==> config.mk <==
export PLATFORM = sky130hd
export DESIGN_NAME = rll_keyed_pipe
export DESIGN_NICKNAME = d
export VERILOG_FILES = /design/src/rtl/rll_pkg.sv /design/src/rtl/rll_pipe_stage.sv /design/src/rtl/rll_keyed_pipe.sv
export SDC_FILE = /design/constraint.sdc
export NUM_CORES = 1
export LEC_CHECK = 0
export CAP_MARGIN = 20
export CORE_AREA = 2 2 103 105
export CTS_CLUSTER_SIZE = 14
export DETAILED_ROUTE_END_ITERATION = 16
export DIE_AREA = 0 0 105 107
export GPL_TIMING_DRIVEN = 0
export PLACE_DENSITY = 0.69
export SKIP_LAST_GASP = 1
export SLEW_MARGIN = 20
export SYNTH_ARGS = -nofsm -noshare
export SYNTH_HDL_FRONTEND = slang
export SYNTH_SLANG_ARGS = --single-unit
==> constraint.sdc <==
create_clock -name clk -period 2.1 [get_ports clk]
set_input_delay 0.525 -clock clk [delete_from_list [all_inputs] [get_ports clk]]
set_output_delay 0.525 -clock clk [all_outputs]
set_load 0.01 [all_outputs]
==> src/rtl/rll_pkg.sv <==
// Shared definitions for the keyed RLL pipeline: FSM state encoding and width limits.
// RLL_KEY_PARITY_EN adds the PARITY/ERROR states used by the serial key parity check.
package rll_pkg;

  localparam int unsigned MAX_DATA_W = 64;
  localparam int unsigned MAX_STAGES = 8;

`ifdef RLL_KEY_PARITY_EN
  typedef enum logic [2:0] {
    ST_EMPTY,
    ST_LOADING,
    ST_ARMED,
    ST_PARITY,
    ST_ERROR
  } rll_state_t;
`else
  typedef enum logic [1:0] {
    ST_EMPTY,
    ST_LOADING,
    ST_ARMED
  } rll_state_t;
`endif

endpackage

==> src/rtl/rll_pipe_stage.sv <==
// One valid/ready register slice; loads when empty or when its current word leaves this cycle.
// flush drops the held word synchronously.
module rll_pipe_stage
  import rll_pkg::*;
#(
  parameter int unsigned DATA_W = 32
) (
  input  logic              clk,
  input  logic              rst_n,
  input  logic              flush,
  input  logic              in_valid,
  input  logic [DATA_W-1:0] in_data,
  output logic              out_valid,
  output logic [DATA_W-1:0] out_data,
  input  logic              out_ready
);

  if (DATA_W < 1 || DATA_W > MAX_DATA_W) begin : g_bad_width
    $error("rll_pipe_stage: DATA_W out of range");
  end

  logic load;
  assign load = in_valid && (!out_valid || out_ready);

  always_ff @(posedge clk or negedge rst_n) begin
    if (!rst_n) begin
      out_valid <= 1'b0;
      out_data  <= '0;
    end else if (flush) begin
      out_valid <= 1'b0;
    end else if (load) begin
      out_valid <= 1'b1;
      out_data  <= in_data;
    end else if (out_ready) begin
      out_valid <= 1'b0;
    end
  end

endmodule

==> src/rtl/rll_keyed_pipe.sv <==
// Logic-locked datapath: a serially loaded key unlocks words which then flow through a
// STAGES-deep valid/ready pipeline. Optional macro RLL_KEY_PARITY_EN adds key parity checking.
module rll_keyed_pipe
  import rll_pkg::*;
#(
  parameter int unsigned      DATA_W  = 32,
  parameter int unsigned      KEY_W   = 32,
  parameter logic [KEY_W-1:0] KEY_POL = '0,
  parameter int unsigned      STAGES  = 2
) (
  input  logic              clk,
  input  logic              rst_n,
  input  logic              key_in_valid,
  input  logic              key_in_bit,
  output logic              key_in_ready,
  input  logic              key_clear,
  input  logic              in_valid,
  input  logic [DATA_W-1:0] in_data,
  output logic              in_ready,
  output logic              out_valid,
  output logic [DATA_W-1:0] out_data,
  input  logic              out_ready,
`ifdef RLL_KEY_PARITY_EN
  output logic              key_err,
`endif
  output logic              key_loaded
);

  if (DATA_W < 8 || DATA_W > MAX_DATA_W || KEY_W < 1 || KEY_W > DATA_W ||
      STAGES < 1 || STAGES > MAX_STAGES) begin : g_bad_param
    $error("rll_keyed_pipe: parameter out of range");
  end

  localparam int unsigned CNT_W = $clog2(KEY_W + 1);

  rll_state_t       state_q, state_d;
  logic [KEY_W-1:0] key_q, key_shifted;
  logic [CNT_W-1:0] cnt_q;
  logic             key_acc, shift_en, last_bit, armed;

  assign key_acc  = key_in_valid && key_in_ready && !key_clear;
  assign last_bit = (cnt_q == CNT_W'(KEY_W - 1));
  assign armed    = (state_q == ST_ARMED);

  // Bits enter at the MSB so the first bit sent ends up at bit 0.
  if (KEY_W == 1) begin : g_key1
    assign key_shifted = key_in_bit;
  end else begin : g_keyn
    assign key_shifted = {key_in_bit, key_q[KEY_W-1:1]};
  end

`ifdef RLL_KEY_PARITY_EN
  assign shift_en = key_acc && (state_q != ST_PARITY);
  assign key_err  = (state_q == ST_ERROR);
`else
  assign shift_en = key_acc;
`endif

  always_comb begin
    state_d      = state_q;
    key_in_ready = 1'b0;
    key_loaded   = 1'b0;
    case (state_q)
      ST_EMPTY, ST_LOADING: begin
        key_in_ready = 1'b1;
        if (key_acc) begin
          if (last_bit) begin
`ifdef RLL_KEY_PARITY_EN
            state_d = ST_PARITY;
`else
            state_d = ST_ARMED;
`endif
          end else begin
            state_d = ST_LOADING;
          end
        end
      end
      ST_ARMED: key_loaded = 1'b1;
`ifdef RLL_KEY_PARITY_EN
      ST_PARITY: begin
        key_in_ready = 1'b1;
        // Even parity: the extra bit must equal the XOR of all key bits.
        if (key_acc) state_d = (key_in_bit == ^key_q) ? ST_ARMED : ST_ERROR;
      end
      ST_ERROR: ;
`endif
      default: state_d = ST_EMPTY;
    endcase
    if (key_clear) state_d = ST_EMPTY;
  end

  always_ff @(posedge clk or negedge rst_n) begin
    if (!rst_n) begin
      state_q <= ST_EMPTY;
      key_q   <= '0;
      cnt_q   <= '0;
    end else begin
      state_q <= state_d;
      if (key_clear) begin
        key_q <= '0;
        cnt_q <= '0;
      end else if (shift_en) begin
        key_q <= key_shifted;
        cnt_q <= cnt_q + 1'b1;
      end
    end
  end

  logic [DATA_W-1:0] lock_mask;
  always_comb begin
    lock_mask            = '0;
    lock_mask[KEY_W-1:0] = key_q ^ KEY_POL;
  end

  logic [STAGES-1:0] vin, vout, rdy_next;
  logic [DATA_W-1:0] din  [STAGES];
  logic [DATA_W-1:0] dout [STAGES];

  assign vin[0] = in_valid && armed;
  assign din[0] = in_data ^ lock_mask;

  // Ready for each stage's output, unrolled from the sink so no signal feeds back on itself.
  always_comb begin
    logic acc;
    int unsigned idx;
    rdy_next = '0;
    acc      = out_ready;
    for (int unsigned i = 0; i < STAGES; i++) begin
      idx           = STAGES - 1 - i;
      rdy_next[idx] = acc;
      acc           = acc || !vout[idx];
    end
  end

  for (genvar g = 0; g < STAGES; g++) begin : g_stage
    if (g > 0) begin : g_link
      assign vin[g] = vout[g-1];
      assign din[g] = dout[g-1];
    end
    rll_pipe_stage #(.DATA_W(DATA_W)) u_stage (
      .clk       (clk),
      .rst_n     (rst_n),
      .flush     (key_clear),
      .in_valid  (vin[g]),
      .in_data   (din[g]),
      .out_valid (vout[g]),
      .out_data  (dout[g]),
      .out_ready (rdy_next[g])
    );
  end

  assign in_ready  = armed && (!vout[0] || rdy_next[0]);
  assign out_valid = vout[STAGES-1];
  assign out_data  = dout[STAGES-1];

endmodule

# Word level (Yosys, flattened, before mapping)
# Index checks and enable logic that the tools add are counted.
# word_totals
word_cells	50
regBits	106
out_inout_bits	36
# op_classes
n_bitwise	2
reduce_logical	19
n_eq_ne	5
n_addsub	1
mux	16
# op_table
cell	count
$mux W32	2
$xor A32 B32 Y32	1
$mux W6	2
$mux W1	8
$add A6 B1 Y6 const B	1
$eq A6 B5 Y1 const B	1
$logic_and A1 B1 Y1	6
$mux W2	3
$reduce_and A2 Y1	3
$reduce_bool A3 Y1	2
$pmux W2 S2	1
$logic_not A1 Y1	3
$ne A3 B3 Y1 const B	1
$eq A2 B1 Y1 const B	1
$eq A2 B2 Y1 const B	1
$logic_not A2 Y1	1
$logic_or A1 B1 Y1	2
$ne A2 B2 Y1 const B	1
$reduce_bool A2 Y1	1
$reduce_or A2 Y1	1
$not A1 Y1	1

# Longest topological paths before layout
# depth
word_depth	8
depth_mapped	5
depth_no_buf	4

# Hierarchy
# A second synthesis with hierarchy kept.
# unflattened
cells_unflattened	362
hier_area_um2	4479.3
# by_module_without_submodules
module	seq_area_each_um2	n_inst	cells_each	area_per_inst_um2
rll_pipe_stage	825.8	2	72	1260.0
rll_keyed_pipe	1001.0	1	218	1959.4

# Least setup slack after synthesis
# OpenSTA, ideal clock, no wires.
# synth_timing
path_kind	input to register
from	input key_clear
to	register g_stage[1].u_stage.out_data[0]
path_stages	4
required_time_ps	1975
arrival_ps	1480
slack_ps	495
path_cell_list	buf_2 nor3b_4 buf_4 mux2_2
# synth_between
elab_chain_cells	2
# synth_rtl
item	line	source
start, declared	rll_keyed_pipe.sv:16	input logic key_clear,
$not A1 Y1 (no line)	-	
$reduce_and A2 Y1 (no line)	-	
end signal, assigned	rll_pipe_stage.sv:33	out_data <= in_data;
end, declared	rll_pipe_stage.sv:14	output logic [DATA_W-1:0] out_data,
# Every way passes these cells.
# A chain may end at the register's enable or synchronous reset.

# Worst setup path after layout
# layout_timing
from	input out_ready
to	output in_ready
# layout_between
elab_chain_cells	3
# layout_rtl
item	line	source
start, declared	rll_keyed_pipe.sv:22	input logic out_ready,
$logic_or A1 B1 Y1	rll_keyed_pipe.sv:131	acc = acc || !vout[idx];
$logic_or A1 B1 Y1	rll_keyed_pipe.sv:152	assign in_ready = armed && (!vout[0] || rdy_next[0]);
$logic_and A1 B1 Y1	rll_keyed_pipe.sv:152	
end, declared	rll_keyed_pipe.sv:19	output logic in_ready,
# Every way passes these cells.

==> impl_metrics.json <==
{
  "drt_wl_total_mm": 8.54,
  "ioPinCount": 75,
  "period_minus_slack_ns": 2.06,
  "dp_hpwl_mm": 6.00,
  "slew_viol_final": 0,
  "status": "finished, final reports clean",
  "stdcell_count": 586,
  "synth.distinct_cells": 30,
  "layout-drive-gt1-share_pct": 22.0,
  "ff_latch_area_um2": 2650,
  "max-cap-violations": 0,
  "die_area_um2": 11200,
  "cts_sinks": 106,
  "syn-num-nets": 399,
  "final.period_utilization_pct": 98.1,
  "hold-worst-slack_ns": 0.105,
  "worst_ep_required_time_ns": 1.57,
  "cellPowerDensity_nw_per_um2": 643,
  "drt_first_pass_iters": 4,
  "p_seq_share_pct": 56.8,
  "core_area_um2": 10100,
  "yosysWarnings": 0,
  "area_delta_synth_final_pct": 26.0,
  "avgSynthCellArea_um2": 12.4,
  "maxSlewHeadroom_pct": 67.8,
  "clkLatencyLatePin_ns": 0.35,
  "multi_input_area_um2": 1680,
  "crit_path_max_fanout": 2,
  "antenna_found_initial": 0,
  "p_comb_share_pct": 5.7,
  "fmax_ghz": 0.485,
  "initialDrtViolationCount": 83,
  "h-tree-depth": 3,
  "rr_endpoint": "g_stage[1].u_stage.out_data[29]",
  "hold_viol_final": 0,
  "reg2reg_depth": 4,
  "grt_pass1_wl_mm": 14.2,
  "die_y_um": 107,
  "row_count": 37,
  "start_kind": "input port",
  "synth-seq-area-share_pct": 59.5,
  "p_leak_nw": 2.67,
  "initial_core_util_pct": 44.2,
  "via_count": 2889,
  "grt_pass1_vias": 2942,
  "p_int_w": 0.00284,
  "crit-reg2reg-launch": "g_stage[1].u_stage.out_valid",
  "avgViaCountPerCell": 4.93,
  "synth_area_um2": 4460,
  "finalSetupViolCount": 0,
  "ys_ff_latch": 106,
  "final.setup.worst_slack_ns": 0.0391,
  "ant_nets": 0,
  "cts-root-buf": "clkbuf_8",
  "drc": 0,
  "hold_path.class": "in -> async",
  "wire_per_inst_um": 14.6,
  "switching_share_pct": 21.4,
  "vdd.ir_drop.worst_mv": 0.416,
  "worstSetupEndpointType": "primary output",
  "r2r_slack_ns": 0.39,
  "fill_cells": 919,
  "clockBufferDepth": 2,
  "die_x_um": 105,
  "worstPathArrival_ns": 1.54,
  "fin_nets": 486,
  "netlist_instances": 359,
  "portBuffers": 73,
  "placed_cells": 569,
  "grt.total_usage_pct": 16.0,
  "diodes": 0,
  "cts_tree": "built",
  "gp_congestion": 0.774,
  "finClkSkew_ns": 0.00662,
  "worstMarginPinSlew_ns": 0.482,
  "pwr-share-clk_pct": 37.4,
  "cts_buffers": 9,
  "grt_max_degree": 57,
  "holdBufCountCts": 0,
  "grt_overflow": 0,
  "clkTransAtPathRegs_ns": 0.10,
  "post-place-ws_ns": -0.322,
  "power_switching_w": 0.000773,
  "crit_type": "in -> out"
}
synth_stat cells, drive strengths merged:
cell type  number  area, µm²
xor2           32        280
nand2          68        255
mux2           66        743
nor3b           1       18.8
and4b           1       10.0
nand3           1       5.00
nor2            8       30.0
xnor2           2       17.5
buf            13       95.1
nand4b          1       23.8
o21ai           1       5.00
and2            1       6.26
a21oi          35        175
clkbuf          6       22.5
or4             1       7.51
and2b           2       17.5
inv             2       7.51
a31oi           2       12.5
ha              1       12.5
nor2b           3       18.8
o31ai           1       7.51
nand2b          1       6.26
dfrtp         106       2650
nor3            1       5.00
nand3b          2       15.0
nand4           1       6.26
power by group through the flow:
stage          registers, W  clock network, W   logic, W
5_1_grt             0.00205           0.00146   0.000232
3_3_place_gp        0.00209                 0   0.000201
6_report            0.00205           0.00135   0.000207
2_1_floorplan       0.00209                 0  0.0000664
4_1_cts             0.00205           0.00140   0.000212
3_5_place_dp        0.00209                 0   0.000211
cell type report:
class	count	share of cell area, %
Buffer	19	2.09
Clock buffer	10	2.45
Clock inverter	5	1.40
Inverter	2	0.134
Multi-Input combinational cell	232	29.9
Sequential cell	106	47.2
Tap cell	136	3.03
Timing Repair Buffer	76	13.8
worst max-delay path by stage:
stage                   start                              to  slack (ns)  cells past startpoint
floorplan           key_clear  g_stage[1].u_stage.out_data[0]        0.49                      4
global placement        rst_n  g_stage[1].u_stage.out_data[8]       -3.44                      1
detailed placement  out_ready                        in_ready       -0.32                      4
CTS                 out_ready                        in_ready        0.01                      4
global route        out_ready                        in_ready      -0.004                      4
finish              out_ready                        in_ready        0.04                      4
critical path, stage by stage:
cell and delay (ns):
clkdlybuf4s50_1 0.41, nand3b_1 0.19, and2_1 0.17, clkdlybuf4s15_1 0.24
per-stage QoR:
| step | util, % | cell area, µm² | TNS (ns) | power [W] |
|---|---|---|---|---|
| 2_1_floorplan | - | 4460 | 0 | 0.00216 |
| 4_1_cts | 55.6 | 5610 | 0 | 0.00366 |
| 3_5_place_dp | 53.4 | 5390 | -3.72 | 0.00230 |
| 6_report | 55.7 | 5620 | 0 | 0.00361 |
| 5_1_grt | 55.7 | 5620 | -0.00430 | 0.00375 |
| 3_3_place_gp | 53.1 | 5360 | -367.13 | 0.00229 |
state kept, by name, indices dropped and copies added (netlist names):
name                       cells
g_stage.u_stage.out_data      64
cnt_q                          6
key_q                         32
g_stage.u_stage.out_valid      2
state_q                        2
routing by layer:
| metal | GRT usage, % | up-vias | wire length [µm] |
|---|---|---|---|
| met5 | 0 | - | 0 |
| met4 | 4.86 | 0 | 86 |
| met3 | 2.74 | 7 | 257 |
| met2 | 27.8 | 52 | 4410 |
| met1 | 20.5 | 1457 | 3780 |
| li1 | - | 1373 | - |
logic make-up (layout without fill, tap and decap cells):
family / count (synthesis) / count (layout) / synth area share (%)
compound gates: 39 / 39 / 4.49
xor+xnor: 34 / 34 / 6.68
fa+ha+maj: 1 / 1 / 0.281
buf+inv: 21 / 112 / 2.81
flops: 106 / 106 / 59.5
mux: 66 / 66 / 16.7
simple gates: 92 / 92 / 9.55
placed cells by master (no fill, tap or decap), types with 6 or more instances in the layout:
cell / count
clkbuf_1: 6
a21oi_1: 35
nor2_1: 8
clkdlybuf4s50_1: 70
mux2_2: 66
dfrtp_1: 106
xor2_1: 32
nand2_1: 68
clkbuf_8: 10
repair_timing:
item,CTS,global route
buffers inserted,1,1
setup endpoints to repair,2,1
gates resized for setup,2,1
No activity file was read; power rests on OpenSTA's default activity.
